<file path="src/rtl/tnn_pkg.sv">
`default_nettype none
// ============================================================================
// Module      : tnn_pkg
// Description : Shared constants, threshold-table types and reset defaults for
//               the TNN input quantizer and its thermometer counter.
// Revision    : 1.0 - initial release
// ============================================================================
package tnn_pkg;

    localparam int N_FEAT = 5;
    localparam int IN_W   = 8;
    localparam int Q_W    = 3;
    localparam int N_THR  = (2 ** Q_W) - 1;

    typedef logic [N_THR-1:0][IN_W-1:0] thr_row_t;
    typedef thr_row_t [N_FEAT-1:0]      thr_table_t;

    // Uniform bins: threshold k sits at the upper edge of bin k.
    function automatic thr_table_t default_thr();
        thr_table_t t;
        for (int f = 0; f < N_FEAT; f++) begin
            for (int k = 0; k < N_THR; k++) begin
                t[f][k] = IN_W'(32 * (k + 1));
            end
        end
        return t;
    endfunction

endpackage : tnn_pkg
`default_nettype wire

</file>
<file path="src/rtl/tnn_thermo_count.sv">
`default_nettype none
// ============================================================================
// Module      : tnn_thermo_count
// Description : Counts how many of the row thresholds the sample meets or
//               exceeds; order of thresholds does not matter.
// Revision    : 1.0 - initial release
// ============================================================================
module tnn_thermo_count
    import tnn_pkg::*;
(
    input  logic [IN_W-1:0] sample,
    input  thr_row_t        thr,
    output logic [Q_W-1:0]  q
);

    logic [N_THR-1:0] w_ge;

    for (genvar k = 0; k < N_THR; k++) begin : g_cmp
        assign w_ge[k] = (sample >= thr[k]);
    end

    always_comb begin
        q = '0;
        for (int k = 0; k < N_THR; k++) begin
            q = q + Q_W'(w_ge[k]);
        end
    end

endmodule : tnn_thermo_count
`default_nettype wire

</file>
<file path="src/rtl/tnn_input_quantizer.sv">
`default_nettype none
// ============================================================================
// Module      : tnn_input_quantizer
// Description : Quantizes serial feature samples against a programmable table
//               and packs N_FEAT of them into a double-buffered output vector.
// Revision    : 1.0 - initial release
// ============================================================================
module tnn_input_quantizer
    import tnn_pkg::*;
(
    input  logic                    clk,
    input  logic                    rst,
    input  logic                    s_valid,
    output logic                    s_ready,
    input  logic [IN_W-1:0]         s_data,
    input  logic                    s_last,
    output logic                    m_valid,
    input  logic                    m_ready,
    output logic [N_FEAT*Q_W-1:0]   m_vec,
    input  logic                    cfg_we,
    input  logic [2:0]              cfg_feat,
    input  logic [2:0]              cfg_idx,
    input  logic [IN_W-1:0]         cfg_data,
    output logic                    err_frame,
    input  logic                    cfg_clr_err
);

    localparam logic [2:0] c_last_slot = 3'(N_FEAT - 1);

    thr_table_t              r_thr;
    logic [2:0]              r_cnt;
    logic [N_FEAT*Q_W-1:0]   r_collect;
    logic                    r_collect_full;
    logic                    r_m_valid;
    logic [N_FEAT*Q_W-1:0]   r_m_vec;
    logic                    r_err;

    logic [Q_W-1:0]          w_q;
    logic [N_FEAT*Q_W-1:0]   w_vec_next;
    logic                    w_accept;
    logic                    w_at_last_slot;
    logic                    w_complete;
    logic                    w_frame_err;
    logic                    w_drain;
    logic                    w_cfg_hit;

    tnn_thermo_count u_thermo (
        .sample (s_data),
        .thr    (r_thr[r_cnt]),
        .q      (w_q)
    );

    assign s_ready        = !r_collect_full;
    assign m_valid        = r_m_valid;
    assign m_vec          = r_m_vec;
    assign err_frame      = r_err;

    assign w_accept       = s_valid && s_ready;
    assign w_at_last_slot = (r_cnt == c_last_slot);
    assign w_complete     = w_accept && s_last && w_at_last_slot;
    assign w_frame_err    = w_accept && (s_last != w_at_last_slot);
    assign w_drain        = r_m_valid && m_ready;
    assign w_cfg_hit      = cfg_we && (cfg_feat < 3'(N_FEAT)) && (cfg_idx != 3'(N_THR));

    always_comb begin
        w_vec_next                    = r_collect;
        w_vec_next[r_cnt*Q_W +: Q_W]  = w_q;
    end

    always_ff @(posedge clk) begin
        if (rst) begin
            r_thr          <= default_thr();
            r_cnt          <= '0;
            r_collect      <= '0;
            r_collect_full <= 1'b0;
            r_m_valid      <= 1'b0;
            r_m_vec        <= '0;
            r_err          <= 1'b0;
        end else begin
            // The quantizer reads r_thr before this write lands, so a
            // same-cycle write never affects the sample being accepted.
            if (w_cfg_hit) begin
                r_thr[cfg_feat][cfg_idx] <= cfg_data;
            end

            if (w_accept) begin
                r_collect <= w_vec_next;
                r_cnt     <= (w_complete || w_frame_err) ? 3'd0 : r_cnt + 3'd1;
            end

            if (w_complete && (!r_m_valid || m_ready)) begin
                r_m_vec   <= w_vec_next;
                r_m_valid <= 1'b1;
            end else if (r_collect_full && w_drain) begin
                r_m_vec        <= r_collect;
                r_m_valid      <= 1'b1;
                r_collect_full <= 1'b0;
            end else if (w_drain) begin
                r_m_valid <= 1'b0;
            end else if (w_complete) begin
                r_collect_full <= 1'b1;
            end

            if (w_frame_err) begin
                r_err <= 1'b1;
            end else if (cfg_clr_err) begin
                r_err <= 1'b0;
            end
        end
    end

endmodule : tnn_input_quantizer
`default_nettype wire

</file>
<file path="config.mk">
export PLATFORM = sky130hd
export DESIGN_NAME = tnn_input_quantizer
export DESIGN_NICKNAME = d
export VERILOG_FILES = /design/src/rtl/tnn_pkg.sv /design/src/rtl/tnn_thermo_count.sv /design/src/rtl/tnn_input_quantizer.sv
export SDC_FILE = /design/constraint.sdc
export NUM_CORES = 1
export LEC_CHECK = 0
export BUFFER_PORTS_ARGS = -buffer_cell sky130_fd_sc_hd__buf_2
export CAP_MARGIN = 10
export CORE_MARGIN = 2
export CORE_UTILIZATION = 30
export CTS_BUF_LIST = sky130_fd_sc_hd__clkbuf_8
export DETAILED_ROUTE_END_ITERATION = 8
export GPL_ROUTABILITY_DRIVEN = 0
export PLACE_DENSITY_LB_ADDON = 0.12
export SYNTH_ARGS = -nofsm -noshare
export SYNTH_HDL_FRONTEND = slang
export SYNTH_HIERARCHICAL = 1
export SYNTH_SLANG_ARGS = --single-unit
</file>
<file path="constraint.sdc">
create_clock -name clk -period 8.11 [get_ports clk]
set_clock_uncertainty 0.1 [all_clocks]
set_input_delay 0.4055 -clock clk [delete_from_list [all_inputs] [get_ports clk]]
set_output_delay 0.4055 -clock clk [all_outputs]
set_load 0.1 [all_outputs]
</file>
==> results by group <==
Power and ir drop
  – Leakage: 6.105 nW
  – Combinational Power Share: 0.077
  – Clock power frac: 0.464
  – Peak supply drop: 0.0001141 V
  – Net Sw Power: 0.9389 mW
  – Sw Ratio: 0.2726
  – Pwr dens: 194.8 nW/um^2
  – Sequential power share: 0.459
  – Internal: 2.505 mW

Logic synthesis
  – Synth cell types: 56
  – Yosys synthesis warning count: 6
  – Share of the yosys chip area belonging to registers: 0.4014
  – Synth area leaders: dfxtp_1 40%, nand2_1 8.5%, mux4_2 8.0%
  – Synthesis-stage register bit count: 316
  – Post-synth EDFFs: 0
  – Synth Area per Inst: 8.316 um^2
  – Synthesized instance count: 1,895
  – Synth top area share: 0.4014
  – Top_reg_cell synth: dfxtp_1
  – Syn nets: 1,990
  – Synth Cell Area: 15,760 um^2
  – Post-synth ARST share: 0
  – Leading area contributor after synthesis: dfxtp_1

Setup path
  – CP dominant cell by count: fa_1
  – Buf+Inv Stages, Crit Path: 3
  – Worst path cell trace: inv_1 -> and3_2 -> buf_4 -> nand2_1 -> o21ai_0 -> ha_1 -> nand2b_4 -> a211oi_2 -> o21ai_1 -> a41oi_1 -> fa_1 -> fa_1 -> inv_1 -> fa_1 -> fa_1 -> a31oi_1 -> a221oi_1
  – Crit path max-delay family: adder cells
  – CP Data Arrival Time: 6540 ps
  – Crit-path max FO: 40
  – CP max stage delay: 860 ps
  – Req. time, crit path: 8580 ps
  – Crit path kind: reg -> reg
  – Worst Setup End Kind: flip-flop
  – CP max stage cell: fa_1
  – CP startpoint kind: flip-flop

Clock network
  – # clock sinks: 316
  – Clock H-tree levels: 2
  – CTS tree: built
  – Max clock buf depth: 3
  – Worst skew pair latency: 680 ps
  – CTS buffer count: 59
  – CTS root buf: clkbuf_8
  – Clock-pin slew on the worst setup and hold paths: 60 ps

Floorplanning
  – Core area: 51,610 um^2
  – Die H: 233.2 um
  – Die X: 233.2 um
  – # IOs: 47
  – Initial Util: 0.3053
  – Num rows: 83
  – Total die area: 54,380 um^2

Route
  – Final wirelength: 51,860 um
  – WL/cell: 20.05 um
  – # DRC: 0
  – Pre-antenna DRT Iters: 7
  – Final ANT Viol Nets: 0
  – First DRT Iteration DRCs: 1,099
  – Vias per inst: 5.197
  – DR vias: 13,440

STA
  – Setup violations, final: 0
  – Slew HR: 0.2532
  – RSZ-0062 raised after global routing: false
  – Final Hold Viols: 0
  – Setup TNS Final: 0 ps
  – Crit share post-route: 0.7477
  – F_max: 0.1649 GHz
  – Least-Margin Pin Slew: 1120 ps
  – Max-slew violation count: 0
  – Tmin final: 6064 ps

Cells and area
  – N_diodes: 0
  – Share of layout cells above drive strength 1: 0.1317
  – Area grow syn2layout: 12.20%
  – Nets: 1,957
  – Util after Layout: 0.3426

Global routing
  – GRT Total Usage: 0.1914
  – Vias in the first global route: 13,240
  – Initial antenna violation count: 0
  – First-pass GRT wire length: 80,180 um
  – GR Overflow Total: 0
  – Largest net degree at the start of global routing: 135

Hold path
  – Worst Hold Class: in -> reg

Placed design
  – I/O Buffers: 46
  – Post-detail-place hpwl: 29,140 um

Outcome
  – Status: finished clean

Job
  – Max_cap viols: 0
[path summary, 6_finish.rpt]
kind / from / end / slack (ps) / cells after the start
min: s_last / r_cnt[2] / 90 / 4
max: r_cnt[0] / m_vec[1] / 2050 / 17
min reg2reg: r_thr[13] / r_thr[13] / 350 / 2
max reg2reg: r_cnt[0] / m_vec[1] / 2050 / 17
[metrics by stage]
step | power (mW) | cells | setup slack, ps | hold slack [ps] | cell area (um^2)
after detailed placement | 1.881 | 2476 | 2011 | 345.3 | 16410
after floorplan | 1.779 | 1895 | 2983 | 332.3 | 15760
after CTS | 3.498 | 2586 | 2002 | 25.66 | 17680
final | 3.444 | 2586 | 2046 | 90.97 | 17680
after global routing | 3.580 | 2586 | 1653 | 76.03 | 17680
after global placement | 1.878 | 2476 | 2073 | 338.5 | 16410
[timing repair]
item                                   in CTS  in global routing
resized for setup                           0                  0
endpoints found under the hold margin       3                  0
buffers inserted                            0                  0
hold buffers                                5                  0
[state kept, by name, summed over array words and instances, names as in the netlist]
signal	cells
r_thr	280
r_collect	15
m_valid	1
err_frame	1
r_cnt	3
m_vec	15
r_collect_full	1
[layout make-up]
type / instances / area (um^2)
Tap cell: 680 / 850.8
Clock inverter: 26 / 130.1
Multi-Input combinational cell: 1298 / 8391
Fill cell: 5353 / 33930
Clock buffer: 79 / 1087
Sequential cell: 316 / 6335
Inverter: 113 / 424.2
Timing Repair Buffer: 74 / 462.9
[synthesized netlist by cell type, types with 4 or more instances]
cell / number
a311oi_1: 7
nor2_1: 51
a211o_1: 6
a31oi_1: 6
nor3_1: 7
mux2i_1: 27
nor2b_1: 8
nand3_1: 164
inv_1: 113
o21ai_1: 60
dfxtp_1: 316
nand3b_1: 56
buf_2: 32
clkbuf_1: 129
a41oi_1: 5
nor2_4: 5
mux4_2: 56
o21ai_0: 102
a211oi_1: 4
nand2b_4: 6
ha_1: 62
nand2b_1: 5
a211oi_2: 6
a21oi_1: 214
o211ai_1: 6
a221oi_1: 15
fa_1: 4
a21o_1: 13
nand2_1: 358
[per-layer routing]
| metal | share of wire | vias up | global-route usage |
|---|---|---|---|
| li1 | - | 6511 | - |
| met1 | 0.48 | 6541 | 0.2698 |
| met2 | 0.46 | 307 | 0.3023 |
| met3 | 0.044 | 80 | 0.03027 |
| met4 | 0.020 | 0 | 0.05155 |
| met5 | 0 | - | 0 |
[power by group through the flow]
stage / clock, mW / combinational [mW] / sequential (mW)
after global routing: 1.71 / 0.289 / 1.58
after global placement: 0 / 0.266 / 1.61
after floorplan: 0 / 0.173 / 1.61
final: 1.60 / 0.267 / 1.58
after CTS: 1.65 / 0.269 / 1.58
after detailed placement: 0 / 0.268 / 1.61
[tightest hold or removal path: stages]
cell	delay, ps
buf_2	150
nor3_1	100
nand3b_1	90
a21oi_1	60
[placed cells by master, fill, tap and decap left out, types with 23 or more instances in the layout]
cell type  count
o21ai_1       60
clkbuf_8      79
inv_1        130
mux2i_1       27
mux4_2        56
buf_2         45
buf_4         23
nand3_1      164
dfxtp_1      313
a21oi_1      214
o21ai_0      102
nand2_1      358
nor2_1        51
ha_1          62
nand3b_1      56
[logic make-up after synthesis]
family / after synthesis / share of synthesized area
flops: 316 / 0.4014
mux: 86 / 0.09933
buf+inv: 281 / 0.07066
simple gates: 688 / 0.2110
compound gates: 457 / 0.1627
fa+ha+maj: 66 / 0.05431
xor+xnor: 1 / 0.0005559
No activity file was read; power rests on OpenSTA's default activity.
